## src/rtl/toy_pack.sv

```systemverilog
// Shared LSU types: memory-ack payload and writeback-arbiter source IDs.
package toy_pack;

   localparam int unsigned MEM_DATA_W = 32;
   localparam int unsigned MEM_SB_W   = 12;

   typedef struct packed {
      logic [MEM_DATA_W-1:0] data;
      logic [MEM_SB_W-1:0]   sideband;
   } mem_ack_pkg;

   localparam int unsigned LSU_WB_NUM_REQ = 3;
   localparam int unsigned LSU_WB_SRC_LD  = 0;
   localparam int unsigned LSU_WB_SRC_UC  = 1;
   localparam int unsigned LSU_WB_SRC_SB  = 2;

endpackage

```

## src/rtl/toy_rr_arb.sv

```systemverilog
// N-way round-robin picker: first set request at or after ptr (modulo N) wins.
module toy_rr_arb #(
   parameter int unsigned N  = 3,
   parameter int unsigned IW = $clog2(N)
) (
   input  logic [N-1:0]  req,
   input  logic [IW-1:0] ptr,
   output logic [N-1:0]  gnt_c,
   output logic [IW-1:0] idx_c,
   output logic          vld_c
);

   always_comb begin
      int unsigned j;
      logic [IW-1:0] cand;
      gnt_c = '0;
      idx_c = '0;
      vld_c = 1'b0;
      j     = 0;
      cand  = '0;
      for (int unsigned k = 0; k < N; k++) begin
         j = 32'(ptr) + k;
         if (j >= N) j = j - N;
         cand = IW'(j);
         if (!vld_c && req[cand]) begin
            vld_c       = 1'b1;
            gnt_c[cand] = 1'b1;
            idx_c       = cand;
         end
      end
   end

endmodule

```

## src/rtl/toy_lsu_wb_arb.sv

```systemverilog
// Shares the LSU writeback port among NUM_REQ ack sources via 1-entry buffers and RR arbitration.
// Define TOY_LSU_WB_ARB_PRIO_EN to give source 0 (load pipe) fixed highest priority.
module toy_lsu_wb_arb
   import toy_pack::*;
#(
   parameter int unsigned NUM_REQ  = LSU_WB_NUM_REQ,
   parameter int unsigned REQ_ID_W = $clog2(NUM_REQ)
) (
   input  logic                            clk,
   input  logic                            rst_n,
   input  logic                            cancel_en,
   input  logic       [NUM_REQ-1:0]        req_vld,
   input  mem_ack_pkg [NUM_REQ-1:0]        req_pld,
   output logic       [NUM_REQ-1:0]        req_rdy,
   output logic                            wb_vld,
   output mem_ack_pkg                      wb_pld,
   output logic       [REQ_ID_W-1:0]       wb_src
);

   logic       [NUM_REQ-1:0]  buf_vld;
   mem_ack_pkg [NUM_REQ-1:0]  buf_pld;
   logic       [REQ_ID_W-1:0] rr_ptr;

   logic       [NUM_REQ-1:0]  arb_req;
   logic       [NUM_REQ-1:0]  rr_gnt;
   logic       [REQ_ID_W-1:0] rr_idx;
   logic                      rr_vld;

   logic       [NUM_REQ-1:0]  grant;
   logic       [REQ_ID_W-1:0] win_idx;
   logic                      any_grant;
   logic                      ptr_upd;
   logic       [NUM_REQ-1:0]  accept;

   toy_rr_arb #(
      .N  (NUM_REQ),
      .IW (REQ_ID_W)
   ) u_rr_arb (
      .req   (arb_req),
      .ptr   (rr_ptr),
      .gnt_c (rr_gnt),
      .idx_c (rr_idx),
      .vld_c (rr_vld)
   );

`ifdef TOY_LSU_WB_ARB_PRIO_EN
   // Source 0 bypasses the rotation; the pointer only tracks sources 1..NUM_REQ-1.
   assign arb_req = buf_vld & ~NUM_REQ'(1);

   always_comb begin
      grant     = rr_gnt;
      win_idx   = rr_idx;
      any_grant = rr_vld;
      ptr_upd   = rr_vld & ~cancel_en;
      if (buf_vld[0]) begin
         grant     = NUM_REQ'(1);
         win_idx   = '0;
         any_grant = 1'b1;
         ptr_upd   = 1'b0;
      end
   end
`else
   assign arb_req = buf_vld;

   always_comb begin
      grant     = rr_gnt;
      win_idx   = rr_idx;
      any_grant = rr_vld;
      ptr_upd   = rr_vld & ~cancel_en;
   end
`endif

   // A granted buffer frees its slot in the same cycle, allowing back-to-back refill.
   assign req_rdy = {NUM_REQ{~cancel_en}} & (~buf_vld | grant);
   assign accept  = req_vld & req_rdy;

   always_ff @(posedge clk or negedge rst_n) begin
      if (!rst_n) begin
         buf_vld <= '0;
         wb_vld  <= 1'b0;
         wb_src  <= '0;
         rr_ptr  <= '0;
      end else begin
         if (cancel_en) begin
            buf_vld <= '0;
         end else begin
            buf_vld <= (buf_vld & ~grant) | accept;
         end
         wb_vld <= (|buf_vld) & ~cancel_en;
         if (any_grant) begin
            wb_src <= win_idx;
         end
         if (ptr_upd) begin
            rr_ptr <= (win_idx == REQ_ID_W'(NUM_REQ - 1)) ? '0 : win_idx + REQ_ID_W'(1);
         end
      end
   end

   // Payload storage carries no reset; validity is tracked separately.
   always_ff @(posedge clk) begin
      for (int unsigned i = 0; i < NUM_REQ; i++) begin
         if (accept[i]) begin
            buf_pld[i] <= req_pld[i];
         end
      end
      if (any_grant) begin
         wb_pld <= buf_pld[win_idx];
      end
   end

endmodule

```

## config.mk

```make
export PLATFORM = sky130hd
export DESIGN_NAME = toy_lsu_wb_arb
export DESIGN_NICKNAME = d
export VERILOG_FILES = /design/src/rtl/toy_pack.sv /design/src/rtl/toy_rr_arb.sv /design/src/rtl/toy_lsu_wb_arb.sv
export SDC_FILE = /design/constraint.sdc
export NUM_CORES = 1
export LEC_CHECK = 0
export CORE_MARGIN = 3
export CORE_UTILIZATION = 50
export CTS_BUF_LIST = sky130_fd_sc_hd__clkbuf_8 sky130_fd_sc_hd__clkbuf_16
export DETAILED_ROUTE_END_ITERATION = 8
export GPL_ROUTABILITY_DRIVEN = 0
export PLACE_DENSITY = 0.91
export SETUP_SLACK_MARGIN = 0.02
export SYNTH_ARGS = -nofsm -noshare
export SYNTH_HDL_FRONTEND = slang
export SYNTH_HIERARCHICAL = 1
export SYNTH_SLANG_ARGS = --single-unit
```

## constraint.sdc

```tcl
create_clock -name clk -period 12.3 [get_ports clk]
set_clock_uncertainty 0.1 [all_clocks]
set_input_delay 1.23 -clock clk [delete_from_list [all_inputs] [get_ports clk]]
set_output_delay 1.23 -clock clk [all_outputs]
set_load 0.03 [all_outputs]
```

==> results of run 1 <==
## cells in the mapped netlist
| cell | instances | area [µm²] |
|---|---|---|
| o2111ai_1 | 1 | 8.76 |
| clkbuf_1 | 2 | 7.51 |
| nand2b_1 | 1 | 6.26 |
| o21ai_1 | 1 | 5.00 |
| buf_1 | 3 | 11.3 |
| nor3b_1 | 3 | 22.5 |
| o21ai_0 | 5 | 25.0 |
| edfxtp_1 | 176 | 5290 |
| nand3b_1 | 3 | 22.5 |
| or3_1 | 1 | 6.26 |
| nor2b_1 | 6 | 37.5 |
| a21oi_1 | 6 | 30.0 |
| buf_6 | 5 | 56.3 |
| inv_1 | 3 | 11.3 |
| nor2_1 | 8 | 30.0 |
| or2_2 | 1 | 6.26 |
| nand2_1 | 4 | 15.0 |
| buf_2 | 7 | 35.0 |
| o2bb2ai_1 | 44 | 385 |
| o21ba_2 | 3 | 30.0 |
| o21ai_2 | 1 | 8.76 |
| mux2i_4 | 1 | 22.5 |
| and2b_2 | 1 | 8.76 |
| ha_1 | 4 | 50.1 |
| dfrtp_1 | 8 | 200 |
| mux2_2 | 4 | 45.0 |
| a22oi_1 | 1 | 7.51 |
| mux2i_1 | 46 | 460 |
| nor3_1 | 2 | 10.0 |
## power groups by stage
stage | clock, W | sequential (W) | combinational [W]
after floorplan | 0 | 0.00110 | 0.000370
after global placement | 0 | 0.000937 | 0.000817
after detailed placement | 0 | 0.000941 | 0.000844
after CTS | 0.000637 | 0.000932 | 0.000849
after global routing | 0.000663 | 0.000940 | 0.000895
final | 0.000630 | 0.000929 | 0.000838
## through the flow
stage | setup WS (ns) | cells | hold WS [ns] | area, µm² | power [W]
floorplan | 6.99 | 351 | 0.403 | 6850 | 0.00147
global placement | 8.31 | 702 | 0.395 | 8920 | 0.00175
detailed placement | 8.26 | 702 | 0.410 | 8920 | 0.00179
CTS | 7.99 | 734 | 0.421 | 9610 | 0.00242
global route | 7.79 | 734 | 0.440 | 9610 | 0.00250
finish | 7.95 | 734 | 0.422 | 9610 | 0.00240
## state kept, by name (all words and copies together) (netlist names)
register and cells:
wb_pld 44, arb_req 3, wb_vld 1, rr_ptr 2
wb_src 2, buf_pld 132
## layer usage
metal | GRT usage | wire, µm | up-vias
met3 | 0.0544 | 968 | 32
met5 | 0 | 0 | -
met4 | 0.0817 | 370 | 0
met1 | 0.243 | 5640 | 1924
li1 | - | - | 1796
met2 | 0.356 | 8170 | 187
## cells by family after synthesis
family,synth area share
flip-flops,0.801
AO/OA/AOI/OAI,0.0731
multiplexers,0.0771
AND/OR/NAND/NOR,0.0241
buffers and inverters,0.0177
adder cells (fa/ha/maj),0.00731
## path summary, 6_finish.rpt
check,startpoint,to,slack [ns],cells after the start
worst max register to register,rr_ptr[1],rr_ptr[1],9.03,7
worst min-delay path,wb_src[0],wb_src[0],0.42,1
min in group asynchronous,rst_n,wb_vld,1.00,1
max in group asynchronous,rst_n,arb_req[0],10.81,1
worst max-delay path,rr_ptr[1],req_rdy[0],7.95,9
worst min register to register,wb_src[0],wb_src[0],0.42,1
## layout by cell type (no fill, tap or decap)
cell type and instances:
nor2_1 8, o2111ai_1 1, or3_2 1, o21ai_2 1, clkinv_4 2, nor3_1 2, edfxtp_1 176, ha_1 4
nand3b_1 3, o21ai_1 1, bufinv_16 7, clkbuf_16 17, or2_2 1, mux2i_1 46, clkdlybuf4s50_1 187, a22oi_1 1
o21ai_4 1, and2b_2 1, nor2b_4 1, inv_6 2, clkinv_2 2, o21ai_0 4, nand2_1 4, nor3b_2 3
nand2b_1 1, clkinvlp_4 2, nor2b_1 5, mux2_2 4, o2bb2ai_1 44, dfrtp_1 8, a21oi_1 5, o21ba_2 3
inv_1 3, mux2i_4 1, buf_4 5, a21oi_4 1
## layout make-up
class	instances	area, µm²
clock inverters	15	270
flip-flops and latches	184	5490
repair buffers	192	1910
well taps	176	220
clock buffers	17	425
inverters	3	11.3
fillers	807	3680
multi-input cells	147	1290
==> reports/qor.csv, run 1 <==
stage,metric,value,unit
status,status,finished clean,
worst_setup_path,end_kind,output port,
power,seqPwrFrac,0.388,
worst_setup_path,critical_path.top_delay_family,buffers and inverters,
power,p_int,0.00162,W
worst_setup_path,crit_buf_inv,2,
worst_setup_path,worstPathRequired,10.97,ns
cts,numCtsBuffers,17,
timing,max_freq,230,MHz
die,die_x,123,µm
timing,rsz0062_at_grt,false,
synthesis,syn-num-nets,493,
worst_setup_path,cpPeakStageDelay,0.61,ns
timing,worstMarginPinSlew,1.19,ns
power,power.switching,0.000781,W
drt,viasPerCell,5.37,
layout,finish.utilization,0.723,
global_route,grt_max_degree,48,
cts,post_cts.repair.setup_buffers,0,
layout,drive_above_1_share,0.0986,
worst_setup_path,start_kind,register,
die,die_height,123,µm
power,p_leak,3.29,nW
power,pwr-share-comb,0.350,
global_route,grt.overflow.total,0,
placement,port_buffers,187,
synthesis,syn_avg_cell_area,19.5,µm²
timing,fin_crit,4.35,ns
cts,clock_sinks,184,
worst_setup_path,path_cells,inv_1 -> ha_1 -> mux2i_1 -> o21ai_1 -> a21oi_1 -> a22oi_1 -> nor2b_1 -> nor2_1 -> clkdlybuf4s50_1,
power,clock_power_share,0.263,
cts,cts.htree.levels,4,
worst_setup_path,critPathArrivalTime,3.02,ns
worst_hold_path,hp-class,register to register,
drt,finalWirelength,15100,µm
synthesis,ys_seq_area_frac,0.801,
cts,cts-root-buf,clkbuf_16,
die,coreArea,13300,µm²
drt,drt_iter0_markers,310,
timing,finalHoldViolations,0,
die,die-area,15100,µm²
global_route,grt_pass1_wl,22600,µm
power,switching_share,0.326,
synthesis,syn_inst,351,
synthesis,ys_ff_latch,184,
cts,clockBufferDepth,2,
worst_setup_path,crit_fanout,8,
layout,num-nets-final,687,
synthesis,yosysWarnings,6,
job,maxCapViolCount,0,
layout,diodes,0,
timing,finalCritPeriodShare,0.353,
drt,drtAntennaViolNets,0,
cts,ctsResizeCount,0,
timing,setup_violations,0,
synthesis,syn-cell-area,6850,µm²
placement,dpl.hpwl,9440,µm
cts,clk_latency,0.42,ns
drt,wl_per_cell,20.6,µm
layout,area_growth,40.3,%
cts,path_clk_slew,0.07,ns
drt,route.detailed.drc,0,
timing,maxSlewViolCount,0,
power,power.density,249,nW/µm²
die,pin_count,188,
timing,slew_headroom,0.209,
cts,tritoncts,done,
worst_setup_path,critPathKind,register to output port,
die,initial_core_util,0.515,
global_route,grt_pass1_vias,4221,
power,irDropWorstVdd,0.148,mV
timing,tns,0,ns
global_route,grt_use_total,0.204,
drt,first_pass_iters,4,
synthesis,post_synth_num_cell_types,29,
cts,holdBufCountCts,0,
worst_setup_path,crit_path_top_delay_cell,clkdlybuf4s50_1,
global_route,antenna_found_initial,0,
die,rows,42,
drt,vias,3939,
No activity file was read; power rests on OpenSTA's default activity.
==> run 2, diff against run 1 <==
CORE_UTILIZATION = 48   (was 50)
PLACE_DENSITY = 0.88   (was 0.91)
clock period = 4.1 ns   (was 12.3 ns; I/O delays follow)
==> reports/qor.csv, run 2 (same netlist as run 1, synthesis figures left out) <==
stage,metric,value,unit,change
worst_setup_path,critPathKind,register to output port,,
power,power,0.00702,W,+190%
placement,dpl.hpwl,9580,µm,+1.5%
global_route,grt_use_total,0.200,,-0.00478
status,status,finished clean,,
global_route,grt.overflow.total,0,,unchanged
drt,wl_per_cell,20.5,µm,-0.60%
worst_setup_path,critPathArrivalTime,3.14,ns,+0.12 ns
drt,vias,3950,,+0.28%
timing,worstMarginPinSlew,1.20,ns,+0.0155 ns
die,rows,43,,+2.4%
worst_hold_path,hp-class,input pin to async pin,,
layout,ff_latch_area,5490,µm²,unchanged
power,irDropWorstVdd,0.366,mV,+150%
global_route,grt_pass1_wl,23700,µm,+4.5%
layout,largest_reg_flops,132,,unchanged
drt,viasPerCell,5.35,,-0.40%
layout,finalInstanceArea,9570,µm²,-0.39%
layout,final_cell_mix,"clkdlybuf4s50_1 (187), edfxtp_1 (176), mux2i_1 (46)",,
layout,area_growth,39.8,%,
global_route,grt_pass1_vias,4285,,+1.5%
layout,largest_register,buf_pld,,
die,pin_count,188,,unchanged
cts,cts.htree.levels,4,,unchanged
drt,finalWirelength,15200,µm,about the same
job,maxCapViolCount,0,,unchanged
cts,clk_latency,0.42,ns,about the same
cts,ctsResizeCount,0,,unchanged
timing,maxSlewViolCount,0,,unchanged
power,power.density,734,nW/µm²,+190%
global_route,grt_max_degree,48,,unchanged
worst_setup_path,crit_fanout,8,,unchanged
die,initial_core_util,0.492,,-0.0236
layout,multi_input_area,1310,µm²,+1.5%
cts,cts-root-buf,clkbuf_16,,
die,coreArea,13900,µm²,+4.8%
cts,numCtsBuffers,17,,unchanged
drt,first_pass_iters,4,,unchanged
die,die_height,125,µm,+2.0%
worst_setup_path,worstPathRequired,3.59,ns,-7.38 ns
layout,diodes,0,,unchanged
timing,slew_headroom,0.197,,-0.0120
timing,setup_violations,0,,unchanged
timing,max_freq,274,MHz,
worst_setup_path,rr_worst_depth,8,,+1
timing,rsz0062_at_grt,false,,
cts,clockBufferDepth,2,,unchanged
layout,final_common_cell,clkdlybuf4s50_1,,
timing,tns,0,ns,unchanged
worst_setup_path,r2r_slack,0.88,ns,-8.15 ns
placement,port_buffers,187,,unchanged
global_route,antenna_found_initial,0,,unchanged
die,die-area,15700,µm²,+4.0%
worst_setup_path,start_kind,register,,
drt,drtAntennaViolNets,0,,unchanged
timing,whs,0.195,ns,-0.227 ns
worst_setup_path,end_kind,output port,,
power,p_leak,3.26,nW,-0.68%
drt,route.detailed.drc,0,,unchanged
timing,fin_crit,3.65,ns,
layout,num-nets-final,688,,+0.15%
drt,drt_iter0_markers,381,,+23%
layout,drive_above_1_share,0.0966,,-0.00197
timing,finalCritPeriodShare,0.891,,
cts,holdBufCountCts,0,,unchanged
placement,dpl_cell_area,8960,µm²,+0.49%
layout,fill_cells,897,,+11%
worst_setup_path,timing.rr.start,rr_ptr[1],,
cts,clock_sinks,184,,unchanged
cts,post_cts.repair.setup_buffers,0,,unchanged
die,die_x,125,µm,+2.0%
cts,path_clk_slew,0.07,ns,about the same
timing,finalHoldViolations,0,,unchanged
worst_setup_path,reg2reg_to,wb_pld[8],,
cts,tritoncts,done,,
## run 2: changes by cell type in the layout (fill, tap and decap cells not counted), moves of 2 or more
cell,change
nor3b_4,+3
clkbuf_8,+3
bufinv_16,-4
nor3b_2,-3
clkinv_4,-2
## run 2: area by class of cell
cell class / count / area share
Sequential cell: 184 / 0.573
Timing Repair Buffer: 193 / 0.202
Multi-Input combinational cell: 147 / 0.137
Clock buffer: 20 / 0.0487
Tap cell: 180 / 0.0235
Clock inverter: 12 / 0.0154
Inverter: 3 / 0.00118
## run 2: how the worst max path moves through the flow
stage	start	to	slack [ns]	cells past startpoint
2_1_floorplan	rr_ptr[1]	buf_pld[0]	0.39	9
3_3_place_gp	rr_ptr[1]	wb_src[0]	1.14	7
3_5_place_dp	rr_ptr[1]	wb_pld[1]	0.93	8
4_1_cts	rr_ptr[1]	req_rdy[0]	0.50	9
5_1_grt	rr_ptr[1]	req_rdy[0]	0.20	9
6_report	rr_ptr[1]	req_rdy[0]	0.45	9
## run 2: metal layers
layer  global-route usage  part of all wire  vias to the layer above
met5                    0                 0                        -
met4               0.0644             0.016                        0
met3               0.0589             0.061                       22
met2                0.341              0.53                      172
met1                0.245              0.39                     1959
li1                     -                 -                     1797
## run 2: report_power, final
group          internal [W]  switching (W)
registers           0.00265       0.000124
logic               0.00100        0.00157
clock network       0.00101       0.000667
## run 2: worst max-delay path, cell delays in order, from the launching register on
cell,delay [ns]
dfrtp_1,0.41
inv_1,0.10
ha_1,0.38
mux2i_1,0.33
o21ai_1,0.18
a21oi_1,0.25
a22oi_1,0.10
nor2b_1,0.31
nor2_1,0.07
clkdlybuf4s50_1,0.61
## run 2: per-stage QoR
stage          setup WS [ns]  utilization  std cells
2_1_floorplan          0.386            -        351
3_3_place_gp            1.14        0.643        707
3_5_place_dp           0.933        0.643        707
4_1_cts                0.499        0.687        739
5_1_grt                0.204        0.687        739
6_report               0.447        0.687        739
==> run 3, diff against run 2 <==
SLEW_MARGIN = 0   (was default)
==> results of run 3 <==
No change in the layout: final DEF, timing and power equal those of run 2.
